File: src/rtl/seq_nonrestoring_divider_pkg.sv
// Shared constants for the sequential non-restoring divider: FSM encoding,
// default operand width and the iteration-counter width helper.
package seq_nonrestoring_divider_pkg;

  localparam int DEF_WIDTH = 16;

  localparam logic [1:0] IDLE = 2'd0;
  localparam logic [1:0] RUN  = 2'd1;
  localparam logic [1:0] FIX  = 2'd2;
  localparam logic [1:0] DONE = 2'd3;

  function automatic int cnt_width(input int w);
    return $clog2(w + 1);
  endfunction

endpackage

File: src/rtl/seq_nonrestoring_divider_cla_addsub.sv
// W-bit carry-lookahead adder/subtractor: 4-bit lookahead groups feeding a
// group-level lookahead unit. sub=1 computes a - b; carry-out is not produced.
module cla_addsub #(
  parameter int W = 17
) (
  input  logic [W-1:0] a,
  input  logic [W-1:0] b,
  input  logic         sub,
  output logic [W-1:0] sum
);

  // Groups that own some bit of the result; only the lower NG-1 need a
  // group generate/propagate, since nothing consumes the top carry-out.
  localparam int NG = (W - 1) / 4 + 1;

  logic [W-1:0]  bb, p, c;
  logic [W-2:0]  g;
  logic [NG-2:0] gg, gp;
  logic [NG-1:0] gc;

  assign bb  = b ^ {W{sub}};
  assign p   = a ^ bb;
  assign g   = a[W-2:0] & bb[W-2:0];
  assign sum = p ^ c;

  always_comb begin
    logic acc, pr;
    acc = 1'b0;
    pr  = 1'b1;
    gg  = '0;
    gp  = '0;
    gc  = '0;
    c   = '0;
    for (int k = 0; k < NG - 1; k++) begin
      acc = 1'b0;
      pr  = 1'b1;
      for (int i = 4 * k + 3; i >= 4 * k; i--) begin
        acc = acc | (pr & g[i]);
        pr  = pr & p[i];
      end
      gg[k] = acc;
      gp[k] = pr;
    end
    gc[0] = sub;
    for (int k = 1; k < NG; k++) begin
      acc = 1'b0;
      pr  = 1'b1;
      for (int j = k - 1; j >= 0; j--) begin
        acc = acc | (pr & gg[j]);
        pr  = pr & gp[j];
      end
      gc[k] = acc | (pr & sub);
    end
    // In-group carries are flattened from the group carry-in as well.
    for (int i = 0; i < W; i++) begin
      acc = 1'b0;
      pr  = 1'b1;
      for (int j = i - 1; j >= 4 * (i / 4); j--) begin
        acc = acc | (pr & g[j]);
        pr  = pr & p[j];
      end
      c[i] = acc | (pr & gc[i / 4]);
    end
  end

endmodule

File: src/rtl/seq_nonrestoring_divider.sv
// Sequential unsigned non-restoring divider, one quotient bit per cycle.
// Optional macro DIV_ZERO_DETECT_EN: short-circuits a zero divisor and flags div_err.
module seq_nonrestoring_divider
  import seq_nonrestoring_divider_pkg::*;
#(
  parameter int WIDTH = DEF_WIDTH
) (
  input  logic             clk,
  input  logic             rst_n,
  input  logic             start,
  input  logic [WIDTH-1:0] dividend,
  input  logic [WIDTH-1:0] divisor,
  output logic             busy,
  output logic             done,
  output logic [WIDTH-1:0] quotient,
  output logic [WIDTH-1:0] remainder,
  output logic             div_err
);

  localparam int CW = cnt_width(WIDTH);

  logic [1:0]       state;
  logic [WIDTH:0]   a;
  logic [WIDTH-1:0] q, m;
  logic [CW-1:0]    cnt;
  logic [WIDTH:0]   a_sh, as_a, as_sum;
  logic             as_sub;
  logic             zero_div;

`ifdef DIV_ZERO_DETECT_EN
  assign zero_div = (divisor == '0);
`else
  assign zero_div = 1'b0;
`endif

  assign a_sh = {a[WIDTH-1:0], q[WIDTH-1]};

  // RUN subtracts when the old partial remainder is non-negative; FIX only
  // ever adds the divisor back.
  always_comb begin
    as_a   = a_sh;
    as_sub = ~a[WIDTH];
    if (state == FIX) begin
      as_a   = a;
      as_sub = 1'b0;
    end
  end

  cla_addsub #(.W(WIDTH + 1)) u_addsub (
    .a   (as_a),
    .b   ({1'b0, m}),
    .sub (as_sub),
    .sum (as_sum)
  );

  assign busy = (state == RUN) || (state == FIX);
  assign done = (state == DONE);

  always_ff @(posedge clk or negedge rst_n) begin
    if (!rst_n) begin
      state     <= IDLE;
      a         <= '0;
      q         <= '0;
      m         <= '0;
      cnt       <= '0;
      quotient  <= '0;
      remainder <= '0;
      div_err   <= 1'b0;
    end else begin
      case (state)
        IDLE: if (start) begin
          a       <= '0;
          q       <= dividend;
          m       <= divisor;
          cnt     <= CW'(WIDTH);
          div_err <= zero_div;
          if (zero_div) begin
            quotient  <= '1;
            remainder <= dividend;
            state     <= DONE;
          end else begin
            state <= RUN;
          end
        end
        RUN: begin
          a   <= as_sum;
          q   <= {q[WIDTH-2:0], ~as_sum[WIDTH]};
          cnt <= cnt - 1'b1;
          if (cnt == CW'(1)) state <= FIX;
        end
        FIX: begin
          if (a[WIDTH]) a <= as_sum;
          quotient  <= q;
          remainder <= a[WIDTH] ? as_sum[WIDTH-1:0] : a[WIDTH-1:0];
          state     <= DONE;
        end
        default: state <= IDLE;
      endcase
    end
  end

endmodule
File: config.mk
export PLATFORM = sky130hd
export DESIGN_NAME = seq_nonrestoring_divider
export DESIGN_NICKNAME = d
export VERILOG_FILES = /design/src/rtl/seq_nonrestoring_divider_pkg.sv /design/src/rtl/seq_nonrestoring_divider_cla_addsub.sv /design/src/rtl/seq_nonrestoring_divider.sv
export SDC_FILE = /design/constraint.sdc
export NUM_CORES = 1
export LEC_CHECK = 0
export ABC_AREA = 1
export BUFFER_PORTS_ARGS = -buffer_cell sky130_fd_sc_hd__buf_2
export CAP_MARGIN = 20
export CELL_PAD_IN_SITES_DETAIL_PLACEMENT = 0
export CELL_PAD_IN_SITES_GLOBAL_PLACEMENT = 1
export CORE_MARGIN = 10
export CORE_UTILIZATION = 35
export CTS_CLUSTER_DIAMETER = 100
export DETAILED_ROUTE_END_ITERATION = 10
export PLACE_DENSITY_LB_ADDON = 0.1
export SLEW_MARGIN = 20
export SYNTH_ARGS = -nofsm -noshare
export SYNTH_HDL_FRONTEND = slang
export SYNTH_SLANG_ARGS = --single-unit
File: constraint.sdc
create_clock -name clk -period 3.5 [get_ports clk]
set_clock_uncertainty 0.15 [all_clocks]
set_input_delay 0.175 -clock clk [delete_from_list [all_inputs] [get_ports clk]]
set_output_delay 0.175 -clock clk [all_outputs]
set_load 0.01 [all_outputs]
==> results.yml, run 1 <==
outcome:
  status: "complete, no violations"
worst_setup_path:
  crit_slowest_cell: "dfrtp_1"
  r2r_cells: 16
  cp-end-kind: "register"
  r2r_slack_ps: 270
  cp.required_ps: 3560
  cp_data_arrival_time_ps: 3280
  cp_num_cells: 16
  slowest_delay_ps: 410
  start_kind: "register"
  cp_top_family: "adder cells"
  worst-path-buf-inv: 4
  crit_path_max_fanout: 21
  path_cells: "inv_1 > ha_4 > buf_12 > inv_6 > nor2_1 > a21oi_1 > ha_2 > nand2_1 > nor2_2 > and2_1 > nand2_1 > nand2_1 > inv_1 > fa_1 > xor2_1 > o22ai_1"
  critical_path_class: "register to register"
  cpMostUsedCell: "nand2_1"
grt:
  antenna_found_initial: 0
  grt_pass1_vias: 4375
  grt_max_degree: 59
  grt_overflow: 0
  grt_pass1_wl_mm: 22.6
  grt_use_total: 0.143
sta:
  rsz0062_at_grt: "false"
  tns_ps: 0
  max_slew_margin: 0.469
  fin_crit_ps: 3230
  period_share: 0.921
  tightest_slew_ps: 797
  setup-violations-final: 0
  hold_viol: 0
  fmax_mhz: 310
  drv_slew: 0
logic_synthesis:
  synth_fa_ha_area_frac: 0.0682
  ys.flop_type: "dfrtp_1"
  synth_seq_cells: 88
  synth_edf_count: 0
  async_reset_ff_frac: 1.00
  synth.distinct_cells: 40
  synthSimpleGateAreaFrac: 0.209
  ys_seq_area_frac: 0.448
  synth_largest_area_cell: "dfrtp_1"
  yosysWarnings: 0
  synth_cells: 607
  synth.area.top_cells: "dfrtp_1, nand2_1, o21ai_0, ha_1, inv_1"
  yosys.area.top_type_share: 0.448
  synth_compound_area_frac: 0.143
  syn-cell-area_sq_um: 4920
  synthMuxAreaShare: 0.00204
  synth.net_count: 667
  synth_top_family_by_area: "simple AND/OR/NAND/NOR gates"
  avgSynthCellArea_sq_um: 8.10
  synth-xor-area-share: 0.0410
cells_and_area:
  fin_nets: 766
  syn_to_final_growth_pct: 24.0
  nFillCells: 1397
  drive_above_1_share: 0.163
  diodes: 0
floorplan:
  fp.dieH_um: 139
  initial_core_util: 0.356
  die_area_sq_um: 19200
  die_x_um: 139
  core_sq_um: 13800
  fp-row-count: 43
  pin_count: 70
detailed_routing:
  drt_first_iter_violations: 276
  post-route-drc-count: 0
  antenna_left: 0
  drt-total-wl_mm: 13.4
  avgRoutedWirePerCell_um: 15.0
  dr.pass1.iters: 4
  viasPerCell: 4.77
  dr_total_vias: 4254
clocking:
  post-cts-setup-buffers: 0
  clock_latency_ps: 350
  cts_root_buf: "clkbuf_16"
  cts_tree: "built"
  cts_sinks: 88
  cts_buffers: 9
  clkTransAtPathRegs_ps: 70
  htreeDepth: 3
  clock_path_buffers: 2
job:
  max_cap_violations: 0
min_path:
  hold_path.class: "input port to register"
  holdPathStages: 5
place:
  dp_hpwl_mm: 9.81
  portBuffers: 68
  place.gp.congestion: 0.890
path summary, 6_finish.rpt:
path,endpoint,from
setup / recovery,a[13]$_DFFE_PN0P_,state[0]$_DFFE_PN0P_
hold / removal,q[0]$_DFFE_PN0P_,dividend[0]
setup reg to reg,a[13]$_DFFE_PN0P_,state[0]$_DFFE_PN0P_
hold reg to reg,quotient[8]$_DFFE_PN0P_,quotient[8]$_DFFE_PN0P_
max in group asynchronous,remainder[13]$_DFFE_PN0P_,rst_n
min in group asynchronous,remainder[15]$_DFFE_PN0P_,rst_n
layout by cell type, fill, tap and decap left out, types with 12 or more instances in the layout:
cell type,count
nand2_1,188
dfrtp_1,88
inv_1,73
buf_2,67
o21ai_0,58
dlygate4sd3_1,32
nand3_1,26
nor2_1,20
ha_1,20
xor2_1,18
o211ai_1,16
buf_4,12
cell usage after synthesis (2+ instances only):
cell and instances:
a21oi_1 11, inv_2 3, a31oi_1 2, nand3_1 26, dfrtp_1 88, fa_1 3
o21ai_0 58, buf_6 3, nor2_1 21, nand2_1 188, xor2_1 18, ha_1 22
o22ai_1 11, a221oi_1 2, inv_1 73, o211ai_1 16, a22oi_1 3, o221ai_1 5
nand2_2 4, o21ai_1 4, nand3b_1 2, buf_2 4, buf_4 2, nor2_4 3
clkbuf_1 16, xnor2_1 5
per-stage QoR:
step / setup slack (ps) / instance area (sq um) / hold slack [ps] / util / cells
4_1_cts: 77.9 / 6060 / 30.2 / 0.439 / 891
5_1_grt: 16.0 / 6090 / 63.7 / 0.441 / 891
3_5_place_dp: 108 / 5470 / 170 / 0.395 / 843
2_1_floorplan: 336 / 4920 / -271 / - / 607
6_report: 275 / 6090 / 30.1 / 0.441 / 891
3_3_place_gp: 267 / 5470 / 170 / 0.395 / 843
state kept, by name, summed over array words and instances, names as in the netlist:
signal	cells
cnt	5
a	17
state	2
q	16
m	16
remainder	16
quotient	16
cells by family (layout without fill, tap and decap cells):
group           Yosys count  in the layout
buf+inv                 104            208
simple gates            249            249
mux                       1              1
other cells               1              1
xor+xnor                 23             23
fa+ha+maj                25             25
compound gates          116            116
flops                    88             88
per-layer routing:
layer  vias to the layer above  track usage  share of wire
met5                         -            0              0
met4                         0       0.0499          0.015
met3                        12       0.0281          0.034
met2                        66        0.221           0.45
met1                      2025        0.194           0.51
li1                       2151            -              -
worst register-to-register path: stages, from the launching register on:
cell	delay, ps
dfrtp_1	410
inv_1	140
ha_4	200
buf_12	160
inv_6	100
nor2_1	130
a21oi_1	70
ha_2	390
nand2_1	90
nor2_2	150
and2_1	160
nand2_1	60
nand2_1	120
inv_1	70
fa_1	370
xor2_1	200
o22ai_1	120
cell type report:
type | instances | area [sq um] | share of cell area
Clock buffer | 9 | 225 | 0.0370
Clock inverter | 7 | 53.8 | 0.00883
Inverter | 79 | 304 | 0.0499
Multi-Input combinational cell | 415 | 2310 | 0.378
Sequential cell | 88 | 2200 | 0.361
Tap cell | 180 | 225 | 0.0370
Timing Repair Buffer | 113 | 777 | 0.128
repair_timing:
action,4_1_cts,5_1_grt
endpoints found under the setup margin,0,6
hold buffers,32,0
hold endpoints to repair,87,0
resized for setup,0,6
Power of run 1 is left out: the tool's default activity adds up to more than one toggle a clock period on the data nets, which glitch-free logic cannot reach.
==> run 2, diff against run 1 <==
- ABC_AREA: 1 -> 0
- SYNTH_HIERARCHICAL: not set -> 1
==> run 2 against run 1 <==
Against the previous run:
- the flow now finishes with violations (negative setup slack)
- non-clock buffer count rose by 17
- die area rose by 2.0%
- via count fell by 18%
- worst setup slack got worse by 280 ps
- critical path depth fell by 1
==> results.yml, run 2 <==
outcome:
  status: "finished, violations left"
  violations: "negative setup slack"
detailed_routing:
  drt-total-wl_mm: 11.7
  post-route-drc-count: 0
  viasPerCell: 4.72
  drt_first_iter_violations: 148
  dr.pass1.iters: 4
  antenna_left: 0
  avgRoutedWirePerCell_um: 15.8
  dr_total_vias: 3509
logic_synthesis:
  async_reset_ff_frac: 1.00
  synthSimpleGateAreaFrac: 0.0893
  yosysWarnings: 6
  synth.distinct_cells: 46
  synth_largest_area_cell: "dfrtp_1"
  synth_seq_cells: 88
  ys.flop_type: "dfrtp_1"
  synth-xor-area-share: 0.0575
  syn-cell-area_sq_um: 5030
  synth_fa_ha_area_frac: 0.0667
  synthTopCellsByCount: "dfrtp_1, mux2_2, mux2i_1"
  avgSynthCellArea_sq_um: 11.4
  synth_cells: 441
  synth_compound_area_frac: 0.0831
  synth.area.top_cells: "dfrtp_1, mux2_2, mux2i_1, ha_1, xor2_1"
  synthMuxAreaShare: 0.225
  yosysMostFrequentCell: "dfrtp_1"
  yosys.area.top_type_share: 0.438
  synth_edf_count: 0
  synth_top_family_by_area: "multiplexers"
  ys_seq_area_frac: 0.438
sta:
  setup-violations-final: 1
  period_share: 1.00
  tightest_slew_ps: 937
  rsz0062_at_grt: "true"
  setup_ws_ps: -3.16
  fmax_mhz: 285
  fin_hold_ws_ps: 55.0
  drv_slew: 0
  fin_crit_ps: 3500
  max_slew_margin: 0.375
  hold_viol: 0
cells_and_area:
  fin_nets: 618
  multi_input_area_sq_um: 2780
  largest_register_ff_count: 17
  finish.utilization: 0.468
  diodes: 0
  final_cell_mix: "dfrtp_1, buf_2, mux2_2"
  regMostFlops: "a"
  mostFrequentLayoutCell: "dfrtp_1"
  syn_to_final_growth_pct: 30.1
  drive_above_1_share: 0.380
  nFillCells: 1347
  regArea_sq_um: 2200
min_path:
  hold_path.class: "input port to register"
  holdPathStages: 3
  hp-start: "start"
floorplan:
  die_area_sq_um: 19600
  initial_core_util: 0.360
  core_sq_um: 14000
  fp.dieH_um: 140
  pin_count: 70
  die_x_um: 140
  fp-row-count: 43
clocking:
  htreeDepth: 3
  cts_root_buf: "clkbuf_16"
  clock_path_buffers: 2
  clkTransAtPathRegs_ps: 70
  cts_buffers: 9
  cts_tree: "built"
  clock_latency_ps: 350
  cts_sinks: 88
job:
  max_cap_violations: 0
worst_setup_path:
  crit_slowest_cell: "fa_2"
  cp-end-kind: "register"
  r2r_cells: 15
  crit_path_max_fanout: 6
  critical_path_class: "register to register"
  path_cells: "inv_2 > ha_4 > buf_4 > mux2_4 > ha_4 > nor2b_4 > a31oi_4 > o31ai_4 > inv_2 > a21boi_2 > a21oi_2 > fa_2 > inv_1 > and3_4 > mux2_4"
  slowest_delay_ps: 520
  worst_setup_path_startpoint: "state[0]$_DFFE_PN0P_"
  start_kind: "register"
  cp_data_arrival_time_ps: 3590
  cp.required_ps: 3580
  r2r_start: "state[0]$_DFFE_PN0P_"
grt:
  grt_pass1_vias: 3650
  grt_overflow: 0
  grt_max_degree: 72
  grt_pass1_wl_mm: 19.4
  grt_use_total: 0.121
  antenna_found_initial: 0
place:
  dp_hpwl_mm: 8.22
  place.gp.congestion: 0.754
  portBuffers: 68
  place_ws_ps: -98.3
power_and_ir_drop:
  p_leak_uw: 0.00303
  peakVddDrop_mv: 0.433
  powerDensity_nw_per_um2: 1220
-- run 2: cell types whose count changed after synthesis, moves of 13 or more --
| cell | delta |
|---|---|
| nand2_1 | -164 |
| o21ai_0 | -38 |
| buf_2 | +13 |
| and3_1 | +16 |
| mux2_2 | +55 |
| nand3_1 | -22 |
| mux2i_1 | +34 |
| inv_1 | -55 |
| a21oi_1 | +15 |
| o211ai_1 | -15 |
-- run 2: worst max-delay path, delay by kind of cell (launching register included) --
kind / cells / cell delay, ps
multiplexers: 2 / 560
flip-flops: 1 / 390
adder cells (fa/ha/maj): 3 / 970
AND/OR/NAND/NOR: 2 / 320
buffers and inverters: 4 / 340
AO/OA/AOI/OAI: 4 / 660
-- run 2: final cells by class --
cell class,instances,share of cell area
inverters,19,0.0109
clock buffers,10,0.0365
clock inverters,6,0.0178
flip-flops and latches,88,0.337
well taps,180,0.0344
repair buffers,130,0.138
multi-input cells,310,0.425
-- run 2: metal layers --
metal	vias up	track usage	share of wire
li1	1759	-	-
met1	1693	0.162	0.48
met2	46	0.187	0.47
met3	11	0.0235	0.032
met4	0	0.0505	0.017
met5	-	0	0
-- run 2: kinds of logic (layout without fill, tap and decap cells) --
group / Yosys count / in the layout
compound gates: 65 / 65
xor+xnor: 33 / 33
fa+ha+maj: 25 / 25
buf+inv: 44 / 165
flops: 88 / 88
mux: 101 / 101
other cells: 1 / 2
simple gates: 84 / 84
-- run 2: final timing paths --
check / to / slack (ps)
min: cnt[0]$_DFFE_PN0P_ / 60
max: a[12]$_DFFE_PN0P_ / -3
min reg2reg: quotient[9]$_DFFE_PN0N_ / 350
min in group asynchronous: cnt[2]$_DFFE_PN0P_ / 360
max reg2reg: a[12]$_DFFE_PN0P_ / -3
max in group asynchronous: a[14]$_DFFE_PN0P_ / 2020
-- run 2: through the flow --
step / instance area (sq um) / instances / TNS [ps] / power [uW]
3_5_place_dp: 5650 / 687 / -365 / 6450
3_3_place_gp: 5650 / 687 / 0 / 6400
2_1_floorplan: 5080 / 442 / -2230 / 5280
6_report: 6540 / 743 / -3.16 / 7980
4_1_cts: 6370 / 737 / -4.91 / 7700
5_1_grt: 6540 / 743 / -586 / 8690
-- run 2: report_power, final --
| part | internal, uW | leakage [uW] | switching [uW] | total (uW) |
|---|---|---|---|---|
| registers | 1510 | 0.00110 | 363 | 1880 |
| clock network | 721 | 0.000173 | 417 | 1140 |
| logic | 2450 | 0.00176 | 2520 | 4970 |
| total | 4690 | 0.00303 | 3300 | 7980 |
-- run 2: repair_timing --
action                                 CTS  global route
setup endpoints to repair               10            14
pin swaps                                2            11
resized for setup                        4            19
setup buffers                            1             6
hold buffers                            33             0
cloned                                   0             0
endpoints found under the hold margin  102             0
(Power assumes the default switching activity.)
